### src/rtl/reset_sequencer.sv
// Staged fabric reset sequencer: synchronises init/lock, filters lock, releases resets in order.
// Optional saturating lock-loss counter enabled by RESET_SEQ_LOCK_LOSS_CNT_EN.
module reset_sequencer #(
    parameter int unsigned NUM_STAGES    = 4,
    parameter int unsigned LOCK_FILTER   = 1024,
    parameter int unsigned STAGE_DELAY   = 256,
    parameter int unsigned SW_RST_CYCLES = 64
) (
    input  logic                  CLK,
    input  logic                  RESETN,
    input  logic                  INIT_DONE,
    input  logic                  PLL_LOCK,
    input  logic                  SW_RST_REQ,
    output logic [NUM_STAGES-1:0] RESETN_OUT,
    output logic                  SEQ_DONE,
    output logic [2:0]            STATE,
    output logic [7:0]            LOCK_LOSS_CNT
);

    localparam int unsigned FW  = $clog2(LOCK_FILTER);
    localparam int unsigned DW  = $clog2(STAGE_DELAY + 1);
    localparam int unsigned HW  = $clog2(SW_RST_CYCLES + 1);
    localparam int unsigned SGW = $clog2(NUM_STAGES + 1);

    typedef enum logic [2:0] {
        WAIT_INIT = 3'd0,
        WAIT_LOCK = 3'd1,
        RELEASE   = 3'd2,
        RUN       = 3'd3,
        SW_HOLD   = 3'd4
    } state_t;

    state_t                  state_q, state_d;
    logic [FW-1:0]           filt_q, filt_d;
    logic [DW-1:0]           dly_q, dly_d;
    logic [SGW-1:0]          stg_q, stg_d;
    logic [HW-1:0]           hold_q, hold_d;
    logic [NUM_STAGES-1:0]   rst_q, rst_d;
    logic                    done_q, done_d;
    logic                    init_s1, init_s, lock_s1, lock_s;

    always_ff @(posedge CLK or negedge RESETN) begin
        if (!RESETN) begin
            init_s1 <= 1'b0;
            init_s  <= 1'b0;
            lock_s1 <= 1'b0;
            lock_s  <= 1'b0;
        end else begin
            init_s1 <= INIT_DONE;
            init_s  <= init_s1;
            lock_s1 <= PLL_LOCK;
            lock_s  <= lock_s1;
        end
    end

    always_ff @(posedge CLK or negedge RESETN) begin
        if (!RESETN) begin
            state_q <= WAIT_INIT;
            filt_q  <= '0;
            dly_q   <= '0;
            stg_q   <= '0;
            hold_q  <= '0;
            rst_q   <= '0;
            done_q  <= 1'b0;
        end else begin
            state_q <= state_d;
            filt_q  <= filt_d;
            dly_q   <= dly_d;
            stg_q   <= stg_d;
            hold_q  <= hold_d;
            rst_q   <= rst_d;
            done_q  <= done_d;
        end
    end

    // Every counter and output defaults to its cleared value, so any exit asserts all stages at once.
    always_comb begin
        state_d = state_q;
        filt_d  = '0;
        dly_d   = '0;
        stg_d   = '0;
        hold_d  = '0;
        rst_d   = '0;
        done_d  = 1'b0;
        case (state_q)
            WAIT_INIT: begin
                if (init_s) state_d = WAIT_LOCK;
            end
            WAIT_LOCK: begin
                if (lock_s) begin
                    if (filt_q == FW'(LOCK_FILTER - 1)) begin
                        state_d = RELEASE;
                        rst_d   = NUM_STAGES'(1);
                    end else begin
                        filt_d = filt_q + 1'b1;
                    end
                end
            end
            RELEASE: begin
                if (!lock_s) begin
                    state_d = WAIT_LOCK;
                end else begin
                    rst_d = rst_q;
                    stg_d = stg_q;
                    dly_d = dly_q + 1'b1;
                    if (dly_q == DW'(STAGE_DELAY - 1)) begin
                        dly_d = '0;
                        if (stg_q == SGW'(NUM_STAGES - 1)) begin
                            state_d = RUN;
                            rst_d   = '1;
                            done_d  = 1'b1;
                        end else begin
                            stg_d = stg_q + 1'b1;
                            rst_d = (rst_q << 1) | NUM_STAGES'(1);
                        end
                    end
                end
            end
            RUN: begin
                if (!lock_s) begin
                    state_d = WAIT_LOCK;
                end else if (SW_RST_REQ) begin
                    state_d = SW_HOLD;
                end else begin
                    rst_d  = '1;
                    done_d = 1'b1;
                end
            end
            SW_HOLD: begin
                if (!lock_s || (hold_q == HW'(SW_RST_CYCLES - 1))) begin
                    state_d = WAIT_LOCK;
                end else begin
                    hold_d = hold_q + 1'b1;
                end
            end
            default: state_d = WAIT_INIT;
        endcase
    end

    assign RESETN_OUT = rst_q;
    assign SEQ_DONE   = done_q;
    assign STATE      = state_q;

`ifdef RESET_SEQ_LOCK_LOSS_CNT_EN
    logic [7:0] loss_cnt;
    logic       loss_evt;

    assign loss_evt = ((state_q == RELEASE) || (state_q == RUN)) && !lock_s;

    always_ff @(posedge CLK or negedge RESETN) begin
        if (!RESETN) begin
            loss_cnt <= '0;
        end else if (loss_evt && (loss_cnt != '1)) begin
            loss_cnt <= loss_cnt + 8'd1;
        end
    end

    assign LOCK_LOSS_CNT = loss_cnt;
`else
    assign LOCK_LOSS_CNT = 8'd0;
`endif

endmodule

### config.mk
export PLATFORM = sky130hd
export DESIGN_NAME = reset_sequencer
export DESIGN_NICKNAME = d
export VERILOG_FILES = /design/src/rtl/reset_sequencer.sv
export SDC_FILE = /design/constraint.sdc
export NUM_CORES = 1
export LEC_CHECK = 0
export CORE_MARGIN = 2
export CORE_UTILIZATION = 45
export DETAILED_ROUTE_END_ITERATION = 8
export PLACE_DENSITY = 0.79
export RECOVER_POWER = 25
export SLEW_MARGIN = 20
export SYNTH_ARGS = -nofsm -noshare
export SYNTH_HDL_FRONTEND = slang
export SYNTH_SLANG_ARGS = --single-unit
### constraint.sdc
create_clock -name CLK -period 1.6 [get_ports CLK]
set_input_delay 0.32 -clock CLK [delete_from_list [all_inputs] [get_ports CLK]]
set_output_delay 0.32 -clock CLK [all_outputs]
set_load 0.02 [all_outputs]
==> After elaboration in Yosys (flattened, before gate mapping) <==
Cells that the tools add are included.
{ "op_classes": {"addsub": 4, "n_eq_ne": 16, "muxes": 36, "n_reduce_logical": 5} }
{ "ops": {"columns": ["cell", "count"], "rows": [
  ["3-bit two-way mux", 13],
  ["10-bit two-way mux", 3],
  ["9-bit two-way mux", 3],
  ["4-bit two-way mux", 5],
  ["3-bit case mux with 5 select lines", 1],
  ["7-bit two-way mux", 2],
  ["3-bit inequality test (second input constant)", 4],
  ["4-bit case mux with 3 select lines", 1],
  ["10-bit by 1-bit adder with 10-bit output (second input constant)", 1],
  ["10-bit equality test (second input constant)", 1],
  ["9-bit by 1-bit adder with 9-bit output (second input constant)", 1],
  ["3-bit by 2-bit equality test with 1-bit output (second input constant)", 3],
  ["9-bit by 8-bit equality test with 1-bit output (second input constant)", 1],
  ["2-bit inequality test (second input constant)", 4],
  ["7-bit by 1-bit adder with 7-bit output (second input constant)", 1],
  ["7-bit by 6-bit equality test with 1-bit output (second input constant)", 1],
  ["1-bit two-way mux", 7],
  ["7-bit AND reduction", 1],
  ["3-bit by 1-bit adder with 3-bit output (second input constant)", 1],
  ["3-bit by 1-bit equality test with 1-bit output (second input constant)", 1],
  ["3-bit equality test (second input constant)", 1],
  ["3-bit zero test", 1],
  ["1-bit case mux with 2 select lines", 1],
  ["2-bit AND reduction", 1],
  ["2 further kinds", 2]
]} }
{ "word_totals": {"regBits": 41, "out_inout_bits": 16, "word_cells": 72} }

==> Logic depth before layout (Yosys ltp) <==
Gate-level depths: netlist of the first run.
{ "logic_depth": {"word_depth": 5, "depth_mapped": 6, "depth_no_buf": 5} }

==> Worst setup path before layout of the first run <==
OpenSTA, ideal clock, no wires.
{ "synth_path": {"kind": "register to register", "start": "register state_q[1] (netlist: STATE[1])", "end": "register rst_q[0] (netlist: RESETN_OUT[0])", "setup_ns": 0.069, "arrival_ns": 1.568, "required_time_ns": 1.531, "slack_ns": -0.037, "path_stages_with_launch": 6, "path_buffers": 1, "synth_period_minus_slack_ns": 1.637, "path_cell_list": "dfrtp_1 buf_4 nand4b_1 o32a_1 or4_1 nand3_1"} }
{ "synth_via": {"elab_chain_cells": 2, "word_cells_on_any_way": 5, "cone_classes": "eq/ne: 4; mux: 1"} }
{ "synth_rtl": {"columns": ["item", "line", "rtl"], "rows": [
  ["start, declared", "33", "state_t state_q, state_d;"],
  ["start signal, assigned", "66", "state_q <= state_d;"],
  ["3-bit by 2-bit equality test with 1-bit output / 3-bit by 1-bit equality test with 1-bit output (equally long branches)", "85", "case (state_q)"],
  ["4-bit case mux with 3 select lines / 3-bit inequality test (equally long branches)", null, null],
  ["end signal, assigned", "71", "rst_q <= rst_d;"],
  ["end, declared", "38", "logic [NUM_STAGES-1:0] rst_q, rst_d;"]
]} }
Several ways; a longest one is shown, not always the timed one.
A chain may end at the register's enable or synchronous reset.

==> Worst setup path in the final report of the first run <==
{ "layout_path": {"start": "register state_q[1] (netlist: STATE[1])", "end": "register state_q[1] (netlist: STATE[1])"} }
{ "layout_via": {"elab_chain_cells": 3, "word_cells_on_any_way": 14, "cone_classes": "eq/ne: 11; mux: 1; reduce/logical: 2"} }
{ "layout_rtl": {"columns": ["item", "line"], "rows": [
  ["3-bit by 2-bit equality test with 1-bit output (tied with other cells)", "85"],
  ["3-bit inequality test (no source line) / 2-bit inequality test (equally long branches)", null],
  ["7-bit AND reduction (no source line)", null]
]} }
Several ways; a longest one is shown, not always the timed one.

==> results of run 1 <==
[synthesized netlist by cell type (2+ instances only)]
cell type and n:
nand2_1 14, nand3_1 11, mux2i_1 2, buf_4 9
xor2_1 11, or3_2 2, a31oi_1 2, inv_1 4
nand4_1 4, and2_1 4, ha_1 5, dfrtp_1 41
and3_1 2, buf_2 2, or3b_1 2, nand2b_1 2
nor2_1 27, xnor2_1 6, nor3_1 5, nand4b_1 2
o21ai_0 7, a21oi_1 4
[sequential cells by signal (all words and copies together) (netlist names)]
signal / flops
RESETN_OUT: 4
dly_q: 9
SEQ_DONE: 1
lock_s: 1
STATE: 3
init_s1: 1
init_s: 1
stg_q: 3
filt_q: 10
hold_q: 7
lock_s1: 1
[critical path: stages, from the launching register on]
cell	delay [ns]
dfrtp_2	0.46
nand4b_1	0.20
o32a_1	0.36
or4_4	0.43
nand2_1	0.08
[metrics by stage]
step                      TNS (ns)  power (W)  hold WS, ns
after floorplan                  0    0.00140       0.0244
after global placement      -0.208    0.00155        0.253
after detailed placement    -0.367    0.00156        0.265
after CTS                        0    0.00220        0.364
after global routing       -0.0655    0.00236        0.366
final                            0    0.00226        0.360
[per-layer routing]
layer	vias up	GRT usage (%)	part of all wire, %
met5	-	0	0
met4	0	8.18	2.4
met3	9	5.13	5.9
met2	41	26.8	48
met1	739	21.5	44
li1	747	-	-
[cell usage in the layout, fill, tap and decap left out, drive strengths merged, types with 6 or more instances in the layout]
| cell | count |
|---|---|
| dfrtp | 41 |
| buf | 32 |
| nor2 | 27 |
| nand2 | 14 |
| xor2 | 11 |
| nand3 | 11 |
| conb | 8 |
| o21ai | 7 |
| clkbuf | 7 |
| xnor2 | 6 |
| dlygate4sd2 | 6 |
[cell families (layout without fill, tap and decap cells)]
kind of cell	after synthesis	count (layout)	share of synthesized area, %
xor+xnor	17	17	7.40
fa+ha+maj	5	5	3.11
compound gates	23	23	8.64
mux	2	2	0.995
flops	41	41	51.0
buf+inv	17	57	5.35
other cells	1	8	0.186
simple gates	86	86	23.3
[repair_timing]
item / CTS / global route
resized for setup: 11 / 18
buffers inserted: 1 / 5
hold endpoints to repair: 15 / 0
endpoints found under the setup margin: 13 / 21
pin swaps: 2 / 5
hold buffers: 1 / 0
[worst max-delay path by stage]
stage / from / endpoint / slack [ns] / cells past startpoint
floorplan: filt_q[0]$_DFF_PN0_ / STATE[1]$_DFFE_PN0P_ / 0.0002 / 5
global placement: SW_RST_REQ / RESETN_OUT[0]$_DFFE_PN0P_ / -0.09 / 5
detailed placement: SW_RST_REQ / RESETN_OUT[0]$_DFFE_PN0P_ / -0.13 / 5
CTS: filt_q[1]$_DFF_PN0_ / RESETN_OUT[0]$_DFFE_PN0P_ / 0.002 / 5
global route: STATE[1]$_DFFE_PN0P_ / STATE[1]$_DFFE_PN0P_ / -0.04 / 4
finish: STATE[1]$_DFFE_PN0P_ / STATE[1]$_DFFE_PN0P_ / 0.007 / 4
[power by group through the flow]
stage / registers, W / logic [W] / clock network, W
final: 0.00110 / 0.000510 / 0.000656
after global routing: 0.00110 / 0.000559 / 0.000702
after CTS: 0.00110 / 0.000439 / 0.000665
after detailed placement: 0.00112 / 0.000437 / 0
after global placement: 0.00112 / 0.000430 / 0
after floorplan: 0.00113 / 0.000263 / 0
[layout make-up]
class / instances / area (µm²) / share of cell area, %
multi-input cells: 141 / 991 / 38.8
inverters: 4 / 15.0 / 0.588
flip-flops and latches: 41 / 1030 / 40.3
clock inverters: 2 / 10.0 / 0.392
repair buffers: 45 / 370 / 14.5
well taps: 52 / 65.1 / 2.55
clock buffers: 6 / 72.6 / 2.84
==> metrics.txt, run 1 <==
status=completed; CTS sink cnt=a little over 40; MaxCap Viol Count=0; DIE HEIGHT=just over 70 µm; clk slew on worst S/H paths=about 0.080 ns; Startpoint Class=flip-flop; worst endpoint required time=around 1.8 ns; Hold Violations, Final=0; minimum clock period=between 1.5 and 2 ns; Final #Nets=~250; Psw=0.000637 W; starting density of the core=46.5%; HP Class=reg -> reg; Max clock buf depth=2; flop2flop setup slack=~0.0075 ns; Hold Path Stages=0; hold_sp=init_s1$_DFF_PN0_; Yosys top cell area share=approximately half; Mapped Area=0.00201 mm²; clock skew=between 0.005 and 0.006 ns; total grt overflow=0; Power Density=~890 mW/mm²; top_reg_cell synth=dfrtp_1; H-tree levels=2; fin area=~0.0026 mm²; drt total wl=~4000 µm; drt pass-1 iters=4; synth-to-layout area growth=26.9%; IO Count=21; n_diodes=0; P_leak=1.15 nW; full die area=about 0.005 mm²; worst vdd ir=around 0.00068 V; total CTS buffers=5; combinational fraction of design power=between 20% and 30%; GPL Wtd Cong=around 0.76; Synth Warn #=0; Cell Rows=24; clock root buffer=clkbuf_8; post-detail-place hpwl=~2700 µm; initial antenna violation count=0; crit path max fanout=8; final core occ=roughly 59%; setup violators final=0; DRC=0; layout cells sized above 1=25.9%; core area=0.00432 mm²; placed inst area=roughly 0.0023 mm²; die width=between 70 and 80 µm; hold path endpoint=init_s$_DFF_PN0_; routed vias/inst=5.28; WS Path Type=reg -> reg; Worst Tran Pin Value=between 0.9 and 1 ns; first-pass GRT wire length=roughly 6600 µm; clock latency on the worst-skew pair=0.30 ns; Post-synth EDFFs=0; fill count=358; Slew Viols, Final=0; Setup crit end kind=flip-flop; Worst Setup Slack post-DPL=-0.126 ns; Max Clk Rate=roughly 630 MHz; First DRT Iteration DRCs=70; P_int=~0.0016 W; unrepaired setup endpoints after global routing=yes; reg2reg start=STATE[1]$_DFFE_PN0P_; largest area contributor in the netlist=dfrtp_1; vias in the first global route=about 1500; cells after synthesis=around 190; arrival time at the worst endpoint=between 1.5 and 2 ns; vias=between 1500 and 2000; buffers added on ports=12; Distinct cells, synth=between 40 and 50; fin cells=approximately 290; synthesized area per cell=between 10 and 15 µm²; Yosys reg bits=a little over 40; R2R Path End=STATE[1]$_DFFE_PN0P_; sw frac=28.1%; sequential-to-total area share from yosys stat=51.0%; R2R cell count=4; Final Cycle Share=99.5%; placed cell count=276; CTS tree=done; Final Worst Setup Slack=roughly 0.0075 ns; largest net degree at the start of global routing=27; ys async rst share=100%; Clock power frac=a little under 30%; Overall Global Routing Usage=about 17%; Final ANT Viol Nets=0; sequential fraction of design power=roughly half; largest cells by area after synthesis=dfrtp_1 51%, nor2_1 5.0%, xor2_1 4.8%; relative slew slack=39.6%; wire per inst=between 10 and 15 µm
No activity file was read; power rests on OpenSTA's default activity.
==> run 2, diff against run 1 <==
- PLACE_DENSITY: 0.79 -> 0.77
- REMOVE_ABC_BUFFERS: not set -> 1
- SLEW_MARGIN: 20 -> 10
- clock period: 1.6 -> 1.98 ns (I/O delays scaled with it)
==> metrics.txt, run 2 (synthesized netlist as in run 1, its figures left out) <==
HP Class=in -> async; Worst Tran Pin Value=~1.1 ns; sw frac=25.3%; drt total wl=around 3400 µm; Final #Nets=about 220; WS Path Type=reg -> out; Hold Buf Count CTS=0; Largest regs=filt_q: 10 flops, dly_q: 9 flops, hold_q: 7 flops; clk slew on worst S/H paths=roughly 0.08 ns; crit-path leading delay family=buffers and inverters; IO Count=21; Hold Violations, Final=0; largest net degree at the start of global routing=24; Final Worst Setup Slack=about 0.080 ns; Final ANT Viol Nets=0; total grt overflow=0; total CTS buffers=5; routed vias/inst=5.40; MaxCap Viol Count=0; sequential fraction of design power=between 40% and 50%; max FFs per register=10; most frequent cells in the layout=39 x dfrtp_1, 27 x nor2_1, 14 x nand2_1; placed inst area=between 0.002 and 0.0025 mm²; synth-to-layout area growth=13.2%; arrival time at the worst endpoint=~1.5 ns; P_int=roughly 0.0014 W; First DRT Iteration DRCs=63; core area=around 0.0043 mm²; flop2flop setup slack=between 0.2 and 0.25 ns; R2R cell count=5; DRC=0; Worst Setup Slack post-DPL=approximately 0.13 ns; first-pass GRT wire length=5950 µm; initial antenna violation count=0; drt pass-1 iters=4; P_leak=between 0.9 and 1 nW; CTS sink cnt=41; Power Density=between 800 and 900 mW/mm²; status=completed; layout cells sized above 1=a little over 9%; critical path cell sequence=clkdlybuf4s50_1; setup tns final=0 ns; clock root buffer=clkbuf_8; buffers added on ports=12; Worst path slowest cell=clkdlybuf4s50_1; die width=a little over 70 µm; CP bufs+invs=1; commonest non-fill, non-tap cell in the layout=dfrtp_1; setup violators final=0; Clock power frac=between 30% and 40%; Max clock buf depth=2; clock skew=between 0.007 and 0.008 ns; Biggest register=filt_q; Startpoint Class=flip-flop; wire per inst=about 13 µm; fin area=between 0.002 and 0.0025 mm²; Cell Rows=24; Max Clk Rate=about 530 MHz; vias in the first global route=~1300; Overall Global Routing Usage=15.4%; H-tree levels=2; n_diodes=0; vias=around 1400; Final Cycle Share=around 96%; Psw=~0.00047 W; starting density of the core=a little under half; worst endpoint required time=between 1.5 and 2 ns; minimum clock period=1.90 ns; final core occ=a little over half; relative slew slack=approximately a quarter; reg2reg start=filt_q[0]$_DFF_PN0_; unrepaired setup endpoints after global routing=no; R2R Path End=RESETN_OUT[0]$_DFFE_PN0P_; CTS tree=done; post-detail-place hpwl=around 2500 µm; combinational fraction of design power=between 10% and 20%; Slew Viols, Final=0; worst vdd ir=0.000520 V; crit-path max cell delay=~0.67 ns; full die area=approximately 0.005 mm²; DIE HEIGHT=between 70 and 80 µm; Setup crit end kind=output port; crit path max fanout=12; clock latency on the worst-skew pair=slightly below 0.3 ns; GPL Wtd Cong=0.842
==> run 2: metrics by stage <==
step | power, W | cells | hold slack [ns]
after global routing | 0.00193 | 261 | 0.369
final | 0.00184 | 261 | 0.291
after global placement | 0.00117 | 253 | 0.336
after floorplan | 0.00109 | 186 | 0.100
after detailed placement | 0.00117 | 253 | 0.339
after CTS | 0.00187 | 261 | 0.0649
==> run 2: what timing repair did <==
item | CTS | global route
gates resized for setup | 1 | 1
endpoints found under the hold margin | 0 | 0
setup buffers | 0 | 0
setup endpoints to repair | 1 | 1
==> run 2: layout make-up <==
class	instances	area (µm²)
clock buffer	7	86.3
clock inverter	1	30.0
fill	410	2050
inverter	4	15.0
multi-input combinational	141	905
sequential	41	1030
tap	52	65.1
timing repair buffer	15	149
==> run 2: power by group through the flow <==
stage | Sequential [W] | Clock, W | Combinational (W)
after CTS | 0.000920 | 0.000704 | 0.000242
after global placement | 0.000931 | 0 | 0.000240
after floorplan | 0.000932 | 0 | 0.000155
final | 0.000920 | 0.000686 | 0.000238
after global routing | 0.000929 | 0.000730 | 0.000269
after detailed placement | 0.000933 | 0 | 0.000239
==> run 2: how the worst max path moves through the flow <==
stage | endpoint | cells past startpoint | slack (ns) | startpoint
final | STATE[2] | 1 | 0.08 | STATE[2]$_DFFE_PN0P_
after global routing | STATE[2] | 1 | 0.03 | STATE[2]$_DFFE_PN0P_
after CTS | STATE[1] | 1 | 0.01 | STATE[1]$_DFFE_PN0P_
after detailed placement | RESETN_OUT[0]$_DFFE_PN0P_ | 5 | 0.13 | SW_RST_REQ
after global placement | RESETN_OUT[0]$_DFFE_PN0P_ | 5 | 0.16 | SW_RST_REQ
after floorplan | RESETN_OUT[0]$_DFFE_PN0P_ | 4 | 0.25 | STATE[0]$_DFFE_PN0P_
==> run 2: layer usage <==
metal	GRT usage (%)	routed length (µm)	up-vias	share of wire (%)
met5	0	0	-	0
met4	6.29	43	0	1.3
met3	4.70	147	7	4.3
met2	23.9	1670	25	48
met1	20.2	1580	688	46
li1	-	-	690	-
==> run 3, diff against run 2 <==
- CORE_MARGIN: 2 -> not set
- SKIP_CTS_REPAIR_TIMING: not set -> 1
==> metrics.txt, run 3 (synthesized netlist as in run 1, its figures left out) <==
synth-to-layout area growth=12.1%; First DRT Iteration DRCs=70; placed cell count=about 250; Final Cycle Share=a little over nine tenths; setup tns final=0 ns; Worst Setup Slack post-DPL=between 0.15 and 0.2 ns; vias=between 1000 and 1500; clk slew on worst S/H paths=around 0.070 ns; status=completed; crit-path leading delay family=buffers and inverters; CP endpoint=STATE[2]; Startpoint Class=flip-flop; n_diodes=0; WS Path Type=reg -> out; largest net degree at the start of global routing=42; total grt overflow=0; total CTS buffers=5; Setup crit end kind=output port; clock latency on the worst-skew pair=between 0.2 and 0.3 ns; Cell Rows=23; P_leak=slightly below 1 nW; clock root buffer=clkbuf_8; Power Density=777 mW/mm²; CP bufs+invs=1; crit-path max cell delay=0.67 ns; flop2flop setup slack=between 0.2 and 0.25 ns; reg2reg start=filt_q[0]$_DFF_PN0_; commonest non-fill, non-tap cell in the layout=dfrtp_1; layout cells sized above 1=between 10% and 20%; buffers added on ports=12; vias in the first global route=about 1300; fin cells=260; Slew Viols, Final=0; MaxCap Viol Count=0; clock skew=0.00699 ns; drt total wl=roughly 3400 µm; crit path max fanout=12; Final Worst Setup Slack=between 0.07 and 0.08 ns; most frequent cells in the layout=39 x dfrtp_1, 27 x nor2_1, 14 x nand2_1; Largest regs=filt_q: 10 flops, dly_q: 9 flops, hold_q: 7 flops; relative slew slack=35.0%; CTS tree=done; fin area=approximately 0.0023 mm²; final core occ=54.4%; Worst Tran Pin Value=between 0.9 and 1 ns; max FFs per register=10; minimum clock period=between 1.5 and 2 ns; Max Clk Rate=525 MHz; core area=around 0.0041 mm²; full die area=approximately 0.0047 mm²; routed vias/inst=~5.4; stages on the worst setup path=1; worst endpoint required time=~1.6 ns; Max clock buf depth=2; GPL Wtd Cong=0.784; Biggest register=filt_q; unrepaired setup endpoints after global routing=no; DIE HEIGHT=just under 70 µm; R2R Path End=STATE[1]$_DFFE_PN0P_; die width=approximately 69 µm; initial antenna violation count=0; Worst path slowest cell=clkdlybuf4s50_1; post-detail-place hpwl=approximately 2400 µm; Overall Global Routing Usage=between 10% and 20%; HP Class=in -> async; arrival time at the worst endpoint=between 1.5 and 2 ns; critical path cell sequence=clkdlybuf4s50_1; R2R cell count=5; Critical Path Source=STATE[2]$_DFFE_PN0P_; worst vdd ir=~0.00059 V; Hold Violations, Final=0; DRC=0; starting density of the core=between 40% and 50%; wire per inst=~13 µm; Final ANT Viol Nets=0; CTS sink cnt=41; IO Count=21; placed inst area=between 0.002 and 0.0025 mm²; first-pass GRT wire length=between 5000 and 6000 µm; Final #Nets=approximately 220; setup violators final=0; H-tree levels=2; drt pass-1 iters=4
run 3: per-layer routing:
layer	wire [µm]	share of wire [%]	GRT usage (%)
met3	157	4.7	5.76
met5	0	0	0
met2	1540	46	25.1
met4	54	1.6	7.14
met1	1630	48	22.8
run 3: cell type report:
type | instances | area [µm²]
clock inverters | 1 | 5.00
flip-flops and latches | 41 | 1030
inverters | 4 | 15.0
fillers | 391 | 1890
multi-input cells | 141 | 905
well taps | 50 | 62.6
repair buffers | 16 | 143
clock buffers | 7 | 96.3
run 3: worst register-to-register path, cell delays in order, from the launching register on:
cell	delay (ns)
dfrtp_1	0.39
ha_1	0.27
nand4_2	0.16
o32a_1	0.37
or4_1	0.44
nand2_1	0.09
run 3: metrics by stage:
stage               hold slack, ns  total power (W)
floorplan                    0.100          0.00109
global placement             0.337          0.00118
detailed placement           0.341          0.00119
CTS                          0.169          0.00178
global route                 0.367          0.00186
finish                       0.335          0.00175
run 3: worst min-delay path by stage:
stage               cells past startpoint               from                   endpoint
detailed placement                      0  init_s1$_DFF_PN0_           init_s$_DFF_PN0_
finish                                  2             RESETN       stg_q[2]$_DFFE_PN0P_
global placement                        0  lock_s1$_DFF_PN0_           lock_s$_DFF_PN0_
global route                            0  lock_s1$_DFF_PN0_           lock_s$_DFF_PN0_
CTS                                     2             RESETN       stg_q[2]$_DFFE_PN0P_
floorplan                               0             RESETN  RESETN_OUT[0]$_DFFE_PN0P_
run 3: where the power goes:
part / switching, W / internal (W) / total (W)
Sequential: 0.0000549 / 0.000864 / 0.000919
Combinational: 0.000140 / 0.000112 / 0.000252
Clock: 0.000266 / 0.000315 / 0.000581
